--- src/rtl/mem_arbiter_if.sv ---
// Bundle of the two requester ports and the shared memory bus seen by mem_arbiter.
// The arbiter uses the slave view; requesters and the memory model use the master view.
interface mem_arbiter_if #(
    parameter int DATA_WIDTH = 32,
    parameter int ADDR_WIDTH = 32
);
    logic                  p0_valid;
    logic                  p0_write;
    logic [ADDR_WIDTH-1:0] p0_addr;
    logic [DATA_WIDTH-1:0] p0_wdata;
    logic                  p0_done;
    logic [DATA_WIDTH-1:0] p0_rdata;
    logic                  p0_err;

    logic                  p1_valid;
    logic                  p1_write;
    logic [ADDR_WIDTH-1:0] p1_addr;
    logic [DATA_WIDTH-1:0] p1_wdata;
    logic                  p1_done;
    logic [DATA_WIDTH-1:0] p1_rdata;
    logic                  p1_err;

    logic [ADDR_WIDTH-1:0] mem_addr;
    logic [DATA_WIDTH-1:0] mem_data_in;
    logic [DATA_WIDTH-1:0] mem_data_out;
    logic                  mem_read;
    logic                  mem_write;
    logic                  mem_ready;

    modport slave (
        input  p0_valid, p0_write, p0_addr, p0_wdata,
        output p0_done, p0_rdata, p0_err,
        input  p1_valid, p1_write, p1_addr, p1_wdata,
        output p1_done, p1_rdata, p1_err,
        output mem_addr, mem_data_in, mem_read, mem_write,
        input  mem_data_out, mem_ready
    );

    modport master (
        output p0_valid, p0_write, p0_addr, p0_wdata,
        input  p0_done, p0_rdata, p0_err,
        output p1_valid, p1_write, p1_addr, p1_wdata,
        input  p1_done, p1_rdata, p1_err,
        input  mem_addr, mem_data_in, mem_read, mem_write,
        output mem_data_out, mem_ready
    );
endinterface

--- src/rtl/mem_arbiter.sv ---
// Two-port round-robin arbiter/sequencer in front of a single memory bus.
// One transaction in flight; hung transactions are aborted after TIMEOUT wait cycles.
module mem_arbiter #(
    parameter int DATA_WIDTH = 32,
    parameter int ADDR_WIDTH = 32,
    parameter int TIMEOUT    = 255
) (
    input  logic         clk,
    input  logic         rst,
    mem_arbiter_if.slave bus
);
    localparam int              CNT_W      = (TIMEOUT > 0) ? $clog2(TIMEOUT + 1) : 1;
    localparam logic [CNT_W-1:0] CNT_MAX   = {CNT_W{1'b1}};
    localparam logic [CNT_W-1:0] CNT_LAST  = CNT_W'((TIMEOUT > 0) ? TIMEOUT - 1 : 0);
    localparam bit              TIMEOUT_EN = (TIMEOUT != 0);

    typedef enum logic [1:0] {
        IDLE = 2'd0,
        WAIT = 2'd1,
        DONE = 2'd2
    } state_t;

    state_t                state_q;
    logic                  last_grant_q;
    logic                  port_q;
    logic                  write_q;
    logic [CNT_W-1:0]      cnt_q;
    logic [ADDR_WIDTH-1:0] mem_addr_q;
    logic [DATA_WIDTH-1:0] mem_data_in_q;
    logic                  mem_read_q;
    logic                  mem_write_q;
    logic                  p0_done_q;
    logic                  p0_err_q;
    logic [DATA_WIDTH-1:0] p0_rdata_q;
    logic                  p1_done_q;
    logic                  p1_err_q;
    logic [DATA_WIDTH-1:0] p1_rdata_q;

    logic                  req_any_d;
    logic                  grant_d;
    logic                  write_d;
    logic [ADDR_WIDTH-1:0] addr_d;
    logic [DATA_WIDTH-1:0] wdata_d;
    logic [CNT_W-1:0]      cnt_d;
    logic                  timeout_d;
    logic                  finish_d;
    logic [DATA_WIDTH-1:0] resp_rdata_d;
    logic                  resp_err_d;

    // Round-robin pick: a lone requester wins, a tie goes to the port not served last.
    always_comb begin
        req_any_d = bus.p0_valid | bus.p1_valid;
        grant_d   = 1'b0;
        if (bus.p0_valid && bus.p1_valid) begin
            grant_d = ~last_grant_q;
        end else if (bus.p1_valid) begin
            grant_d = 1'b1;
        end
        write_d = grant_d ? bus.p1_write : bus.p0_write;
        addr_d  = grant_d ? bus.p1_addr  : bus.p0_addr;
        wdata_d = grant_d ? bus.p1_wdata : bus.p0_wdata;
    end

    // Ready takes priority over a timeout landing in the same cycle.
    always_comb begin
        cnt_d        = (cnt_q == CNT_MAX) ? cnt_q : cnt_q + CNT_W'(1);
        timeout_d    = TIMEOUT_EN && (cnt_q == CNT_LAST);
        finish_d     = bus.mem_ready | timeout_d;
        resp_err_d   = ~bus.mem_ready;
        resp_rdata_d = (bus.mem_ready && !write_q) ? bus.mem_data_out : '0;
    end

    always_ff @(posedge clk or posedge rst) begin
        if (rst) begin
            state_q       <= IDLE;
            last_grant_q  <= 1'b1;
            port_q        <= 1'b0;
            write_q       <= 1'b0;
            cnt_q         <= '0;
            mem_addr_q    <= '0;
            mem_data_in_q <= '0;
            mem_read_q    <= 1'b0;
            mem_write_q   <= 1'b0;
            p0_done_q     <= 1'b0;
            p0_err_q      <= 1'b0;
            p0_rdata_q    <= '0;
            p1_done_q     <= 1'b0;
            p1_err_q      <= 1'b0;
            p1_rdata_q    <= '0;
        end else begin
            case (state_q)
                IDLE: begin
                    if (req_any_d) begin
                        port_q        <= grant_d;
                        write_q       <= write_d;
                        mem_addr_q    <= addr_d;
                        mem_data_in_q <= wdata_d;
                        mem_read_q    <= ~write_d;
                        mem_write_q   <= write_d;
                        cnt_q         <= '0;
                        state_q       <= WAIT;
                    end
                end
                WAIT: begin
                    if (finish_d) begin
                        mem_read_q  <= 1'b0;
                        mem_write_q <= 1'b0;
                        if (port_q) begin
                            p1_done_q  <= 1'b1;
                            p1_rdata_q <= resp_rdata_d;
                            p1_err_q   <= resp_err_d;
                        end else begin
                            p0_done_q  <= 1'b1;
                            p0_rdata_q <= resp_rdata_d;
                            p0_err_q   <= resp_err_d;
                        end
                        state_q <= DONE;
                    end else begin
                        cnt_q <= cnt_d;
                    end
                end
                DONE: begin
                    p0_done_q    <= 1'b0;
                    p0_err_q     <= 1'b0;
                    p0_rdata_q   <= '0;
                    p1_done_q    <= 1'b0;
                    p1_err_q     <= 1'b0;
                    p1_rdata_q   <= '0;
                    last_grant_q <= port_q;
                    state_q      <= IDLE;
                end
                default: begin
                    state_q <= IDLE;
                end
            endcase
        end
    end

    assign bus.mem_addr    = mem_addr_q;
    assign bus.mem_data_in = mem_data_in_q;
    assign bus.mem_read    = mem_read_q;
    assign bus.mem_write   = mem_write_q;
    assign bus.p0_done     = p0_done_q;
    assign bus.p0_rdata    = p0_rdata_q;
    assign bus.p0_err      = p0_err_q;
    assign bus.p1_done     = p1_done_q;
    assign bus.p1_rdata    = p1_rdata_q;
    assign bus.p1_err      = p1_err_q;

    a_strobe_exclusive: assert property (@(posedge clk) disable iff (rst)
        !(mem_read_q && mem_write_q));
    a_done_exclusive: assert property (@(posedge clk) disable iff (rst)
        !(p0_done_q && p1_done_q));

endmodule

--- src/flat_wrapper.sv ---
// flat-port wrapper written by rule: the top's interface ports become plain ports
module mem_arbiter_flat 
#(
    parameter int DATA_WIDTH = 32,
    parameter int ADDR_WIDTH = 32,
    parameter int TIMEOUT    = 255
)
  (clk, rst, bus_p0_valid, bus_p0_write, bus_p0_addr, bus_p0_wdata, bus_p0_done, bus_p0_rdata, bus_p0_err, bus_p1_valid, bus_p1_write, bus_p1_addr, bus_p1_wdata, bus_p1_done, bus_p1_rdata, bus_p1_err, bus_mem_addr, bus_mem_data_in, bus_mem_read, bus_mem_write, bus_mem_data_out, bus_mem_ready);
  mem_arbiter_if #(.DATA_WIDTH(DATA_WIDTH), .ADDR_WIDTH(ADDR_WIDTH)) bus_i ();
  input  logic clk;
  input  logic rst;
  input wire logic [$bits(bus_i.p0_valid)-1:0] bus_p0_valid;
  input wire logic [$bits(bus_i.p0_write)-1:0] bus_p0_write;
  input wire logic [$bits(bus_i.p0_addr)-1:0] bus_p0_addr;
  input wire logic [$bits(bus_i.p0_wdata)-1:0] bus_p0_wdata;
  output wire logic [$bits(bus_i.p0_done)-1:0] bus_p0_done;
  output wire logic [$bits(bus_i.p0_rdata)-1:0] bus_p0_rdata;
  output wire logic [$bits(bus_i.p0_err)-1:0] bus_p0_err;
  input wire logic [$bits(bus_i.p1_valid)-1:0] bus_p1_valid;
  input wire logic [$bits(bus_i.p1_write)-1:0] bus_p1_write;
  input wire logic [$bits(bus_i.p1_addr)-1:0] bus_p1_addr;
  input wire logic [$bits(bus_i.p1_wdata)-1:0] bus_p1_wdata;
  output wire logic [$bits(bus_i.p1_done)-1:0] bus_p1_done;
  output wire logic [$bits(bus_i.p1_rdata)-1:0] bus_p1_rdata;
  output wire logic [$bits(bus_i.p1_err)-1:0] bus_p1_err;
  output wire logic [$bits(bus_i.mem_addr)-1:0] bus_mem_addr;
  output wire logic [$bits(bus_i.mem_data_in)-1:0] bus_mem_data_in;
  output wire logic [$bits(bus_i.mem_read)-1:0] bus_mem_read;
  output wire logic [$bits(bus_i.mem_write)-1:0] bus_mem_write;
  input wire logic [$bits(bus_i.mem_data_out)-1:0] bus_mem_data_out;
  input wire logic [$bits(bus_i.mem_ready)-1:0] bus_mem_ready;
  assign bus_i.p0_valid = bus_p0_valid;
  assign bus_i.p0_write = bus_p0_write;
  assign bus_i.p0_addr = bus_p0_addr;
  assign bus_i.p0_wdata = bus_p0_wdata;
  assign bus_p0_done = bus_i.p0_done;
  assign bus_p0_rdata = bus_i.p0_rdata;
  assign bus_p0_err = bus_i.p0_err;
  assign bus_i.p1_valid = bus_p1_valid;
  assign bus_i.p1_write = bus_p1_write;
  assign bus_i.p1_addr = bus_p1_addr;
  assign bus_i.p1_wdata = bus_p1_wdata;
  assign bus_p1_done = bus_i.p1_done;
  assign bus_p1_rdata = bus_i.p1_rdata;
  assign bus_p1_err = bus_i.p1_err;
  assign bus_mem_addr = bus_i.mem_addr;
  assign bus_mem_data_in = bus_i.mem_data_in;
  assign bus_mem_read = bus_i.mem_read;
  assign bus_mem_write = bus_i.mem_write;
  assign bus_i.mem_data_out = bus_mem_data_out;
  assign bus_i.mem_ready = bus_mem_ready;
  mem_arbiter #(.DATA_WIDTH(DATA_WIDTH), .ADDR_WIDTH(ADDR_WIDTH), .TIMEOUT(TIMEOUT)) u_core (.clk(clk), .rst(rst), .bus(bus_i));
endmodule
--- config.mk ---
export PLATFORM = sky130hd
export DESIGN_NAME = mem_arbiter_flat
export DESIGN_NICKNAME = d
export VERILOG_FILES = /design/src/rtl/mem_arbiter_if.sv /design/src/rtl/mem_arbiter.sv /design/src/flat_wrapper.sv
export SDC_FILE = /design/constraint.sdc
export NUM_CORES = 1
export LEC_CHECK = 0
export ABC_AREA = 1
export CORE_ASPECT_RATIO = 0.8
export CORE_MARGIN = 1.5
export CORE_UTILIZATION = 43
export DETAILED_ROUTE_END_ITERATION = 10
export PLACE_DENSITY = 0.82
export SYNTH_ARGS = -nofsm -noshare
export SYNTH_HDL_FRONTEND = slang
export SYNTH_SLANG_ARGS = --single-unit
--- constraint.sdc ---
create_clock -name clk -period 6.1 [get_ports clk]
set_clock_uncertainty 0.15 [all_clocks]
set_input_delay 1.22 -clock clk [delete_from_list [all_inputs] [get_ports clk]]
set_output_delay 1.22 -clock clk [all_outputs]
set_load 0.01 [all_outputs]
==> results of run 1 <==
path summary, 6_finish.rpt:
check                                        from                    endpoint  slack (ps)
setup / recovery                     bus_p1_valid  u_core.bus.mem_data_in[29]        2710
hold / removal             u_core.bus.p0_rdata[3]      u_core.bus.p0_rdata[3]         320
setup reg to reg                u_core.state_q[0]  u_core.bus.mem_data_in[29]        3390
hold reg to reg            u_core.bus.p0_rdata[3]      u_core.bus.p0_rdata[3]         320
max in group asynchronous                     rst  u_core.bus.mem_data_in[28]        3430
min in group asynchronous                     rst     u_core.bus.p0_rdata[14]        1250
state kept, by name, summed over array words and instances, names as in the netlist:
signal,flops
u_core.bus.mem_addr,32
u_core.bus.mem_data_in,32
u_core.bus.p0_rdata,32
u_core.bus.p1_rdata,32
u_core.cnt_q,8
u_core.state_q,2
u_core.bus.mem_read,1
u_core.bus.mem_write,1
u_core.bus.p0_done,1
u_core.bus.p0_err,1
u_core.bus.p1_done,1
u_core.bus.p1_err,1
u_core.last_grant_q,1
u_core.port_q,1
u_core.write_q,1
critical path, stage by stage:
cell and delay, ps:
sky130_fd_sc_hd__clkdlybuf4s50_1 490, sky130_fd_sc_hd__o21ai_4 240, sky130_fd_sc_hd__buf_4 590, sky130_fd_sc_hd__inv_2 540, sky130_fd_sc_hd__o21ai_0 260, sky130_fd_sc_hd__o21ai_0 110
final cells by class:
class / instances / area (um2)
Sequential cell: 147 / 3680
Fill cell: 1286 / 5130
Clock inverter: 9 / 178
Timing Repair Buffer: 309 / 3070
Multi-Input combinational cell: 605 / 2770
Tap cell: 215 / 269
Clock buffer: 22 / 464
Inverter: 49 / 189
placed cells by master, fill, tap and decap left out, types with 2 or more instances in the layout:
master                            netlist  final
sky130_fd_sc_hd__ha_1                   6      5
sky130_fd_sc_hd__nand2_2                3      4
sky130_fd_sc_hd__inv_1                 47     46
sky130_fd_sc_hd__clkinv_2               0      2
sky130_fd_sc_hd__a21oi_1                3      3
sky130_fd_sc_hd__nor2_1               112    112
sky130_fd_sc_hd__bufinv_16              0      5
sky130_fd_sc_hd__nand3_1               14     14
sky130_fd_sc_hd__clkdlybuf4s50_1        0    300
sky130_fd_sc_hd__clkinv_4               0      2
sky130_fd_sc_hd__clkbuf_8               0      2
sky130_fd_sc_hd__nand2_1              254    253
sky130_fd_sc_hd__o21ai_0              133    133
sky130_fd_sc_hd__clkbuf_1              31      3
sky130_fd_sc_hd__clkbuf_16              0     17
sky130_fd_sc_hd__nand4_1               69     69
sky130_fd_sc_hd__nand3_4                2      2
sky130_fd_sc_hd__dfrtp_1              146    146
sky130_fd_sc_hd__buf_4                  2      9
per-stage QoR:
stage	hold WS, ps	cells	utilization, %
after detailed placement	307	1325	63.3
after CTS	323	1356	67.4
after floorplan	292	860	-
final	317	1356	67.4
after global placement	303	1325	63.3
after global routing	342	1356	67.4
logic make-up (layout without fill, tap and decap cells):
family,count (synthesis),count (layout)
AO/OA/AOI/OAI,140,140
AND/OR/NAND/NOR,459,459
buffers and inverters,108,389
flip-flops,147,147
adder cells (fa/ha/maj),6,6
report_power, final:
group	switching, mW	internal (mW)
clock	0.403	0.746
combinational	1.39	1.11
sequential	0.262	1.41
total	2.05	3.26
per-layer routing:
layer / GRT usage [%] / vias to the layer above / wire length (um)
met1: 31.8 / 3272 / 8530
met2: 43.9 / 305 / 10800
met3: 10.7 / 42 / 2490
li1: - / 3343 / -
met5: 0 / - / 0
met4: 11.6 / 0 / 631
==> results.rst, run 1 <==
.. list-table::
   :header-rows: 1

   * - Metric
     - Value
   * - Final HPWL from detailed placement
     - 14900 um
   * - Power per standard cell area
     - 501 nW/um2
   * - Number of different library cells in the post-synthesis netlist
     - 27
   * - GRT Total Usage
     - roughly 27%
   * - Count of synthesis-stage warnings from yosys
     - 0
   * - Slack of the critical path
     - 2710 ps
   * - Via density per instance
     - between 5 and 6
   * - Total negative slack for setup checks
     - 0 ps
   * - Classification of the worst setup path
     - in -> reg
   * - Simple logic cell fraction of the synthesized area
     - 28.5%
   * - Yosys top cell area share
     - 52.8%
   * - Initial cell density of the core
     - 43.9%
   * - Die width
     - ~140 um
   * - Share of final-layout standard cells stronger than drive strength 1
     - 4.65%
   * - IO Pins
     - 301
   * - Clock Pin Slew Worst Setup and Hold Paths
     - 60 ps
   * - Class of the most critical hold timing path
     - reg -> reg
   * - Cell types with the highest counts after synthesis
     - sky130_fd_sc_hd__nand2_1, sky130_fd_sc_hd__dfrtp_1, sky130_fd_sc_hd__o21ai_0, sky130_fd_sc_hd__nor2_1, sky130_fd_sc_hd__nand4_1
   * - Synth Area in Compound Gates
     - 10.3%
   * - # rows
     - 41
   * - Post-synthesis sequential area ratio
     - 53.2%
   * - Tmin final
     - about 3400 ps
   * - Post-Synthesis Cell Area
     - a little under 7000 um2
   * - Pin count of the biggest net entering global routing
     - 113
   * - # clock sinks
     - approximately 150
   * - Main flop type after synthesis
     - sky130_fd_sc_hd__dfrtp_1
   * - Number of antenna violations at the first check in global routing
     - 0
   * - Post-synthesis mux area share
     - 0%
   * - Placeable core region
     - 15700 um2
   * - Actual transition at the worst max-transition pin
     - ~1000 ps
   * - Biggest area contributors in the synthesized netlist
     - sky130_fd_sc_hd__dfrtp_1, sky130_fd_sc_hd__nand2_1, sky130_fd_sc_hd__o21ai_0, sky130_fd_sc_hd__nand4_1, sky130_fd_sc_hd__nor2_1
   * - Static Leakage
     - 4.92 nW
   * - Maximum Capacitance Violations
     - 0
   * - Final Instance Area
     - 10600 um2
   * - Count of pins over their slew limit
     - 0
   * - Number of cells on the worst reg-to-reg path
     - 7
   * - Post-synth EDFFs
     - 0
   * - Total wire length
     - 22400 um
   * - Worst hold stages
     - 2
   * - Critical path fanouts, max
     - 65
   * - Total iterations of the first detailed-routing run
     - 5
   * - Die ar.
     - 16900 um2
   * - Unrepaired setup endpoints after global routing
     - no
   * - Cell at the root of the clock tree
     - sky130_fd_sc_hd__clkbuf_16
   * - Data arrival, critical path
     - 3540 ps
   * - Run status
     - finished clean
   * - Initial drt markers
     - 453
   * - Post-synth net total
     - 1033
   * - CP Capture Type
     - flip-flop
   * - P&R area growth vs syn
     - 53.4%
   * - Total design power
     - around 5.3 mW
   * - Number of buffers created by CTS
     - 17
   * - Total cell area at the placement stage
     - about 10000 um2
   * - Flops & latches, synth
     - 147
   * - Number of global-route vias before repair
     - 6643
   * - Worst-case vdd ir drop
     - 0.297 mV
   * - Clock latency at the later pin of the worst-skew pair
     - ~420 ps
   * - Routability Congestion
     - 0.826
   * - Worst relative slew slack
     - about a third
   * - Final setup violation count
     - 0
   * - Area share of fa/ha/maj cells after synthesis
     - 1.08%
   * - Crit start category
     - input port
   * - Post-detailed-route DRC marker count
     - 0
   * - Pre-CTS WS
     - 2340 ps
   * - Post-Synthesis Cells
     - 860
   * - CTS resizes
     - 0
   * - TritonCTS clock tree
     - built
   * - Hold Buf Count CTS
     - 0
   * - Final Hold Vio Count
     - 0
   * - Height of the chip
     - 116 um
   * - Area leader, netlist
     - sky130_fd_sc_hd__dfrtp_1
   * - Port Buf Inserts
     - 300
   * - Fraction of synthesized cell area in xor and xnor cells
     - 0%
   * - DR WL/cell
     - 16.5 um
   * - Clock tree buffer depth
     - 2
   * - Number of diodes
     - 0
   * - Post-synthesis area per instance
     - 8.05 um2
   * - Most used standard cell by instance count after synthesis
     - sky130_fd_sc_hd__nand2_1
   * - Fin crit share
     - a little under three fifths
   * - H-tree depth
     - 4
   * - Number of antenna-violating nets in the routed design
     - 0
   * - Proportion of register bits with asynchronous set or reset after synthesis
     - 100%
   * - Wire length of the first global-routing pass
     - roughly 35000 um
   * - Combinational family with the most area after synthesis
     - simple AND/OR/NAND/NOR gates
   * - Max Clock Freq
     - 295 MHz
   * - Critical path required time
     - 6240 ps
   * - Total via count in the routed design
     - 6962
   * - Net count reported at finish
     - 1302
   * - Overflow left after global routing
     - 0
   * - Postcts setup bufs
     - 0
No activity file was read; power rests on OpenSTA's default activity.
==> run 2: changes to the inputs <==
--- a/config.mk
+++ b/config.mk
@@ -8,9 +8,9 @@
 export ABC_AREA = 1
 export CORE_ASPECT_RATIO = 0.8
 export CORE_MARGIN = 1.5
-export CORE_UTILIZATION = 43
+export CORE_UTILIZATION = 39
 export DETAILED_ROUTE_END_ITERATION = 10
-export PLACE_DENSITY = 0.82
+export PLACE_DENSITY = 0.78
 export SYNTH_ARGS = -nofsm -noshare
 export SYNTH_HDL_FRONTEND = slang
 export SYNTH_SLANG_ARGS = --single-unit
==> constraint.sdc (replaced) <==
create_clock -name clk -period 3 [get_ports clk]
set_clock_uncertainty 0.15 [all_clocks]
set_input_delay 0.6 -clock clk [delete_from_list [all_inputs] [get_ports clk]]
set_output_delay 0.6 -clock clk [all_outputs]
set_load 0.01 [all_outputs]
==> run 2 against run 1 <==
Compared with the run above: die area up 10%; sequential power increased by 100%; wire length increased by 2.0%; first-iteration DRC count decreased by 13%; critical endpoint is now u_core.cnt_q[1]; highest routed layer unchanged.
==> results.rst, run 2 (same netlist as run 1, synthesis figures left out) <==
.. list-table::
   :header-rows: 1

   * - Metric
     - Value
   * - Run status
     - finished clean
   * - Clock Pin Slew Worst Setup and Hold Paths
     - 60 ps
   * - Final HPWL from detailed placement
     - ~16000 um
   * - # clock sinks
     - 147
   * - Cell at the root of the clock tree
     - sky130_fd_sc_hd__clkbuf_16
   * - Die ar.
     - 18600 um2
   * - Count of pins over their slew limit
     - 0
   * - Port Buf Inserts
     - 300
   * - Unrepaired setup endpoints after global routing
     - no
   * - Share of final-layout standard cells stronger than drive strength 1
     - 5.65%
   * - Power per standard cell area
     - between 1000 and 1500 nW/um2
   * - Height of the chip
     - 122 um
   * - Initial drt markers
     - 395
   * - Hold Buf Count CTS
     - 0
   * - Maximum Capacitance Violations
     - 0
   * - Number of buffers created by CTS
     - 17
   * - P&R area growth vs syn
     - 54.8%
   * - Fill count
     - 1521
   * - Die width
     - between 150 and 200 um
   * - Number of global-route vias before repair
     - 6714
   * - Number of antenna-violating nets in the routed design
     - 0
   * - Sw frac
     - between 30% and 40%
   * - TritonCTS clock tree
     - built
   * - Final setup violation count
     - 0
   * - Worst-path cell with the longest stage delay
     - sky130_fd_sc_hd__ha_1
   * - Max Clock Freq
     - 436 MHz
   * - Initial cell density of the core
     - 39.8%
   * - Switching power
     - 4.25 mW
   * - Total negative slack for setup checks
     - 0 ps
   * - Critical path required time
     - 3140 ps
   * - Maximum single-stage delay on the critical path
     - ~410 ps
   * - Classification of the worst setup path
     - reg -> reg
   * - Clock network power share
     - between 20% and 30%
   * - GRT Total Usage
     - about a quarter
   * - Flop pwr share
     - 31.5%
   * - Clock tree buffer depth
     - 2
   * - Clock latency at the later pin of the worst-skew pair
     - ~410 ps
   * - Data arrival, critical path
     - 2440 ps
   * - Final Hold Vio Count
     - 0
   * - Net count reported at finish
     - 1310
   * - Tmin final
     - 2290 ps
   * - Worst-case vdd ir drop
     - between 0.7 and 0.8 mV
   * - Wire length of the first global-routing pass
     - 35900 um
   * - Static Leakage
     - 4.95 nW
   * - Actual transition at the worst max-transition pin
     - roughly 600 ps
   * - Pin count of the biggest net entering global routing
     - 65
   * - Total wire length
     - 22900 um
   * - IO Pins
     - 301
   * - H-tree depth
     - 4
   * - Critical path fanouts, max
     - 12
   * - Fin util
     - 61.6%
   * - CTS resizes
     - 0
   * - Number of antenna violations at the first check in global routing
     - 1
   * - Class of the most critical hold timing path
     - reg -> reg
   * - DR WL/cell
     - ~17 um
   * - Min Hold Slack
     - 319 ps
   * - Total iterations of the first detailed-routing run
     - 5
   * - Most frequent standard cell in the layout excluding fill and tap cells
     - sky130_fd_sc_hd__clkdlybuf4s50_1
   * - CP Capture Type
     - flip-flop
   * - Via density per instance
     - 5.08
   * - Logic pwr share
     - 48.0%
   * - Postcts setup bufs
     - 0
   * - Internal power consumption
     - 6.50 mW
   * - Total via count in the routed design
     - about 7000
   * - Worst relative slew slack
     - 59.9%
   * - Cells along the critical path
     - inv_1 > ha_1 > inv_1 > o21ai_2 > nand3_1 > nand2_1 > nand2_1
   * - # rows
     - 43
   * - Routability Congestion
     - 0.908
   * - Post-detailed-route DRC marker count
     - 0
   * - Crit start category
     - flip-flop
   * - Placeable core region
     - 17400 um2
   * - Fin crit share
     - between 70 and 80%
   * - Commonest non-fill, non-tap cells in the layout
     - sky130_fd_sc_hd__clkdlybuf4s50_1, sky130_fd_sc_hd__nand2_1, sky130_fd_sc_hd__dfrtp_1
   * - Overflow left after global routing
     - 0
## run 2: final timing paths
path	from	endpoint	slack (ps)	cells after the start
setup / recovery	u_core.state_q[1]	u_core.cnt_q[1]	710	7
hold / removal	u_core.bus.p1_rdata[10]	u_core.bus.p1_rdata[10]	320	2
setup reg to reg	u_core.state_q[1]	u_core.cnt_q[1]	710	7
hold reg to reg	u_core.bus.p1_rdata[10]	u_core.bus.p1_rdata[10]	320	2
max in group asynchronous	rst	u_core.last_grant_q	1660	3
min in group asynchronous	rst	u_core.bus.mem_data_in[24]	410	2
## run 2: worst max-delay path, delay by kind of cell, from the launching register on
family	cells	cell delay, ps
AOI/OAI and AO/OA	1	400
adders and majority gates	1	410
buffers and inverters	2	340
DFF	1	390
and+or+nand+nor	3	490
## run 2: cell type report
class | count | area (um2) | share of cell area, %
Multi-Input combinational cell | 605 | 2770 | 25.8
Sequential cell | 147 | 3680 | 34.4
Tap cell | 225 | 282 | 2.63
Antenna cell | 3 | 7.51 | 0.0701
Inverter | 49 | 188 | 1.75
Clock inverter | 15 | 180 | 1.68
Timing Repair Buffer | 317 | 3180 | 29.7
Clock buffer | 17 | 425 | 3.97
## run 2: layer usage
metal	up-vias	global-route usage [%]	part of all wire, %
met5	-	0	0
met4	0	8.68	2.0
met3	31	9.85	9.7
met2	291	39.6	48
met1	3316	30.2	40
li1	3368	-	-
## run 2: power by group through the flow
stage                     registers [mW]  clock network (mW)  logic (mW)
after floorplan                     3.72                   0        2.30
after global placement              3.38                   0        5.10
after detailed placement            3.38                   0        5.18
after CTS                           3.38                2.24        5.19
after global routing                3.50                2.35        5.65
final                               3.39                2.20        5.17
## run 2: per-stage QoR
| step | setup slack, ps | total power, mW | cells | cell area [um2] |
|---|---|---|---|---|
| after floorplan | 404 | 6.02 | 860 | 6920 |
| after global placement | 594 | 8.47 | 1343 | 10100 |
| after detailed placement | 525 | 8.55 | 1343 | 10100 |
| after CTS | 723 | 10.8 | 1375 | 10700 |
| after global routing | 448 | 11.5 | 1376 | 10700 |
| final | 706 | 10.8 | 1378 | 10700 |
==> edit 1 (settings of run 2) <==
Reset style: synchronous (`rst`), changed in one clocked block.
--- a/src/rtl/mem_arbiter.sv
+++ b/src/rtl/mem_arbiter.sv
@@ -71,5 +71,5 @@
     end
 
-    always_ff @(posedge clk or posedge rst) begin
+    always_ff @(posedge clk) begin
         if (rst) begin
             state_q       <= IDLE;
Behaviour: differs if rst is asserted again (counterexample within 4 cycles, from zero or initial values and one cycle with rst high); with rst held inactive, the same outputs for 4 cycles.
==> edit 1 against run 2 <==
  * Synthesized cell count is 1.0% lower
  * Sequential cell count unchanged
  * Design area decreased by 8.5%
  * Via count shrank 4.3%
  * Synthesized area decreased by 12%
  * Hold slack worse by 7.0 ps
  * Global-route usage up 0.85 points
  * Sequential share of layout area down 4.3 points
  * Critical path depth up 2
  * Worst setup slack better by 40 ps
  * Count of clock-buffer cells in the layout is 2 higher
  * Routed wire length fell by 8.0%
  * Highest routed layer unchanged
Power is not compared: it rests on default switching activity, and its combinational part moved more than twofold at a synthesized area within 25%.
==> edit 1: results (changes against run 2) <==
stage	metric	value	unit	change
run_status	status	completed		unchanged
worst_hold_path	Worst Hold Path EP	u_core.bus.p1_rdata[19]$_SDFFE_PP0P_		was u_core.bus.p1_rdata[10]$_DFFE_PP0P_
critical_path	CP Max Fanout	33		was 12
logic_synthesis	area share of fa/ha/maj cells after synthesis	0.410	%	was 1.08%
logic_synthesis	Synth Area in Compound Gates	19.5	%	was 10.3%
global_routing	initial antenna violation count	2		was 1
drt	met3 WL	1730	µm	was 2230 µm
global_routing	gr usage total	25.5	%	was 24.6%
drt	final WL	21100	µm	was 22900 µm
global_routing	largest net degree at the start of global routing	83		was 65
drt	DR iter-0 viols	518		was 395
global_routing	first-pass GRT wire length	32400	µm	was 35900 µm
drt	Via density	4.98		was 5.08
logic_synthesis	Area contributors post-synth	dfxtp_1 48%, nand2_1 20%, a31oi_1 6.6%		was dfrtp_1 53%, nand2_1 14%, o21ai_0 9.6%
critical_path	reg2reg start	u_core.state_q[0]$_SDFFE_PP0P_		was u_core.state_q[1]$_DFFE_PP0P_
logic_synthesis	synth unique cells	26		was 27
drt	DR pass1 iterations	7		was 5
global_routing	met1 usage	31.5	%	was 30.2%
critical_path	cells on worst reg2reg path	9		was 7
logic_synthesis	Seq/Total Area, Yosys	48.2	%	was 53.2%
drt	WL met2	10100	µm	was 11000 µm
place	Detailed Place HPWL	14800	µm	was 15900 µm
logic_synthesis	FFs w/ async S/R, synth	0	%	was 100%
worst_hold_path	hold path startpoint	u_core.bus.p1_rdata[19]$_SDFFE_PP0P_		was u_core.bus.p1_rdata[10]$_DFFE_PP0P_
critical_path	Worst EP arrival	2390	ps	was 2440 ps
critical_path	worst r2r dst	u_core.bus.p0_rdata[12]$_SDFFE_PP0P_		was u_core.cnt_q[1]$_DFFE_PP0P_
global_routing	met3 Track Usage GR	8.25	%	was 9.85%
place	Post-Place Setup Slack	508	ps	was 525 ps
logic_synthesis	synth cell count leaders	324 x nand2_1, 147 x dfxtp_1, 79 x a21oi_1		was 254 x nand2_1, 146 x dfrtp_1, 133 x o21ai_0
drt	Routed wire per std cell	15.6	µm	was 16.6 µm
place	routability cong.	0.875		was 0.908
critical_path	flop-to-flop setup slack	750	ps	was 710 ps
logic_synthesis	Mapped Nets	1020		was 1033
finish	share of layout cells above drive strength 1	5.55	%	was 5.65%
drt	met1 wire length	8820	µm	was 9230 µm
[edit 1: critical path: cells and delay by family (launching register included)]
family	cells	cell delay (ps)
buf+inv	3	580
simple gates	4	830
flops	1	370
compound gates	2	170
[edit 1: stage by stage]
stage               util [%]  hold slack [ps]  area [µm²]
global placement        60.8              301        9210
floorplan                  -              278        6110
CTS                     64.6              314        9790
detailed placement      60.8              304        9210
finish                  64.6              312        9800
global route            64.6              333        9800
[edit 1: cell families after synthesis]
| kind of cell | Yosys count |
|---|---|
| AO/OA/AOI/OAI | 221 |
| adder cells (fa/ha/maj) | 2 |
| buffers and inverters | 91 |
| flip-flops | 147 |
| AND/OR/NAND/NOR | 390 |
[edit 1: cell type report]
| type | count | area, µm² |
|---|---|---|
| flip-flops and latches | 147 | 2940 |
| clock inverters | 13 | 126 |
| diodes | 2 | 5.00 |
| inverters | 28 | 109 |
| fillers | 1282 | 5370 |
| multi-input cells | 613 | 2750 |
| repair buffers | 315 | 3150 |
| well taps | 210 | 263 |
| clock buffers | 19 | 453 |
==> edit 2 (flow settings as in run 2) <==
Without the edit above. `DATA_WIDTH` is set to 32 in 3 places; all go to 64.
--- a/src/rtl/mem_arbiter_if.sv
+++ b/src/rtl/mem_arbiter_if.sv
@@ -2,5 +2,5 @@
 // The arbiter uses the slave view; requesters and the memory model use the master view.
 interface mem_arbiter_if #(
-    parameter int DATA_WIDTH = 32,
+    parameter int DATA_WIDTH = 64,
     parameter int ADDR_WIDTH = 32
 );
--- a/src/rtl/mem_arbiter.sv
+++ b/src/rtl/mem_arbiter.sv
@@ -2,5 +2,5 @@
 // One transaction in flight; hung transactions are aborted after TIMEOUT wait cycles.
 module mem_arbiter #(
-    parameter int DATA_WIDTH = 32,
+    parameter int DATA_WIDTH = 64,
     parameter int ADDR_WIDTH = 32,
     parameter int TIMEOUT    = 255
--- a/src/flat_wrapper.sv
+++ b/src/flat_wrapper.sv
@@ -2,5 +2,5 @@
 module mem_arbiter_flat 
 #(
-    parameter int DATA_WIDTH = 32,
+    parameter int DATA_WIDTH = 64,
     parameter int ADDR_WIDTH = 32,
     parameter int TIMEOUT    = 255
Ports: changed (6 resized); port bits go from 301 to 493. The function was not compared with the original's and may differ.
==> edit 2 against run 2 <==
  * Combinational power up 75%
  * Synthesized area rose by 61%
  * Total power increased by 69%
  * Register-to-register slack improved by 70 ps
  * Highest routed layer is now met5
  * Routed wire length is 88% higher
  * Sequential cell count is 96 higher
  * Worst setup slack got worse by 68 ps
  * Largest cell class unchanged
  * Largest power group unchanged
  * Maximum frequency is 2.9% lower
  * Design area rose by 63%
  * Core utilization rose by 0.21 points
==> edit 2: results (changes against run 2) <==
stage	metric	value	unit	change
place	Buffers on Ports	492		was 300
global_routing	gr usage total	28.3	%	was 24.6%
sta	crit share post-route	78.8	%	was 76.5%
sta	Tightest Pin Transition	937	ps	was 601 ps
critical_path	Largest stage delay, worst path	710	ps	was 410 ps
global_routing	largest net degree at the start of global routing	89		was 65
place	Detailed Place HPWL	30400	µm	was 15900 µm
critical_path	worst r2r dst	u_core.bus.p1_rdata[19]$_DFFE_PP0P_		was u_core.cnt_q[1]$_DFFE_PP0P_
critical_path	CP Max Fanout	2		was 12
worst_hold_path	HP Class	in2async		was reg2reg
critical_path	end point of the critical path	bus_mem_data_in[59]		was u_core.cnt_q[1]$_DFFE_PP0P_
critical_path	slowest cell on the critical path	clkdlybuf4s50_1		was ha_1
critical_path	cells on worst reg2reg path	8		was 7
critical_path	crit path from	u_core.bus.mem_data_in[59]$_DFFE_PP0P_		was u_core.state_q[1]$_DFFE_PP0P_
clocking	H-Tree Depth	1		was 4
logic_synthesis	synth unique cells	23		was 27
logic_synthesis	synth cell count leaders	412 x nand2_1, 242 x dfrtp_1, 181 x o21ai_0		was 254 x nand2_1, 146 x dfrtp_1, 133 x o21ai_0
drt	DR iter-0 viols	1048		was 395
pwr	Static Leak	8.16	nW	was 4.95 nW
finish	Final #Nets	2102		was 1310
drt	Routed wire per std cell	19.3	µm	was 16.6 µm
clocking	Clk Latency, worst-skew pair	540	ps	was 410 ps
critical_path	Worst EP arrival	1610	ps	was 2440 ps
global_routing	initial antenna violation count	8		was 1
run_status	status	completed		unchanged
critical_path	flop-to-flop setup slack	780	ps	was 710 ps
finish	# fillers	2347		was 1521
logic_synthesis	Mapped Nets	1654		was 1033
logic_synthesis	Seq/Total Area, Yosys	54.5	%	was 53.2%
logic_synthesis	Post-synth EDFFs	0		unchanged
global_routing	first-pass GRT wire length	64800	µm	was 35900 µm
critical_path	Largest delay share family, worst path	buffers and inverters		was simple AND/OR/NAND/NOR gates
global_routing	vias in the first global route	11300		was 6714
clocking	post_cts resized	0		unchanged
drt	DR pass1 iterations	5		unchanged
clocking	cts bufs inserted	28		was 17
finish	share of layout cells above drive strength 1	4.91	%	was 5.65%
clocking	deepest clock path buffer count	3		was 2
place	Post-Place Setup Slack	425	ps	was 525 ps
place	placed insts	2173		was 1343
pwr	worst vdd ir	0.837	mV	was 0.778 mV
logic_synthesis	Area contributors post-synth	dfrtp_1 54%, nand2_1 14%, o21ai_0 8.1%		was dfrtp_1 53%, nand2_1 14%, o21ai_0 9.6%
logic_synthesis	Syn Inst Count	1385		was 860
drt	final WL	43000	µm	was 22900 µm
place	routability cong.	0.893		was 0.908
drt	DR vias	11700		was 7006
logic_synthesis	Syn. warnings	0		unchanged
==> edit 2: area by class of cell <==
| cell class | instances | area (µm²) | share of cell area, % |
|---|---|---|---|
| clock buffer | 43 | 828 | 4.75 |
| clock inverter | 6 | 111 | 0.638 |
| sequential | 243 | 6080 | 34.9 |
| inverter | 79 | 300 | 1.72 |
| multi-input combinational | 956 | 4320 | 24.8 |
| tap | 370 | 463 | 2.65 |
| timing repair buffer | 525 | 5320 | 30.5 |
| antenna | 7 | 17.5 | 0.100 |
==> edit 2: logic make-up (layout without fill, tap and decap cells) <==
kind of cell	count (synthesis)	in the layout	share of synthesized area, %
other cells	0	7	0
fa+ha+maj	6	6	0.673
simple gates	745	745	28.4
flops	243	243	54.5
buf+inv	186	653	7.12
compound gates	205	205	9.25
==> edit 2: stage by stage <==
| step | setup TNS [ps] | total power, mW | utilization [%] | cell area, µm² | hold WS (ps) |
|---|---|---|---|---|---|
| 4_1_cts | 0 | 18.3 | 61.8 | 17400 | 309 |
| 3_3_place_gp | 0 | 14.5 | 58.5 | 16500 | 303 |
| 2_1_floorplan | -227340 | 9.82 | - | 11200 | 292 |
| 5_1_grt | 0 | 19.3 | 61.8 | 17400 | 328 |
| 6_report | 0 | 18.2 | 61.8 | 17400 | 303 |
| 3_5_place_dp | 0 | 14.7 | 58.5 | 16500 | 308 |
==> edit 2: report_power, final <==
part,internal [mW],switching (mW)
combinational,3.96,5.09
clock,2.14,1.37
sequential,4.74,0.925
total,10.8,7.38
==> edit 2: per-layer routing <==
layer | wire (µm) | global-route usage [%] | up-vias
met1 | 16300 | 35.5 | 5606
met4 | 1790 | 13.1 | 2
met5 | 10 | 0 | -
met2 | 20400 | 45.1 | 624
met3 | 4480 | 8.15 | 100
li1 | - | - | 5417
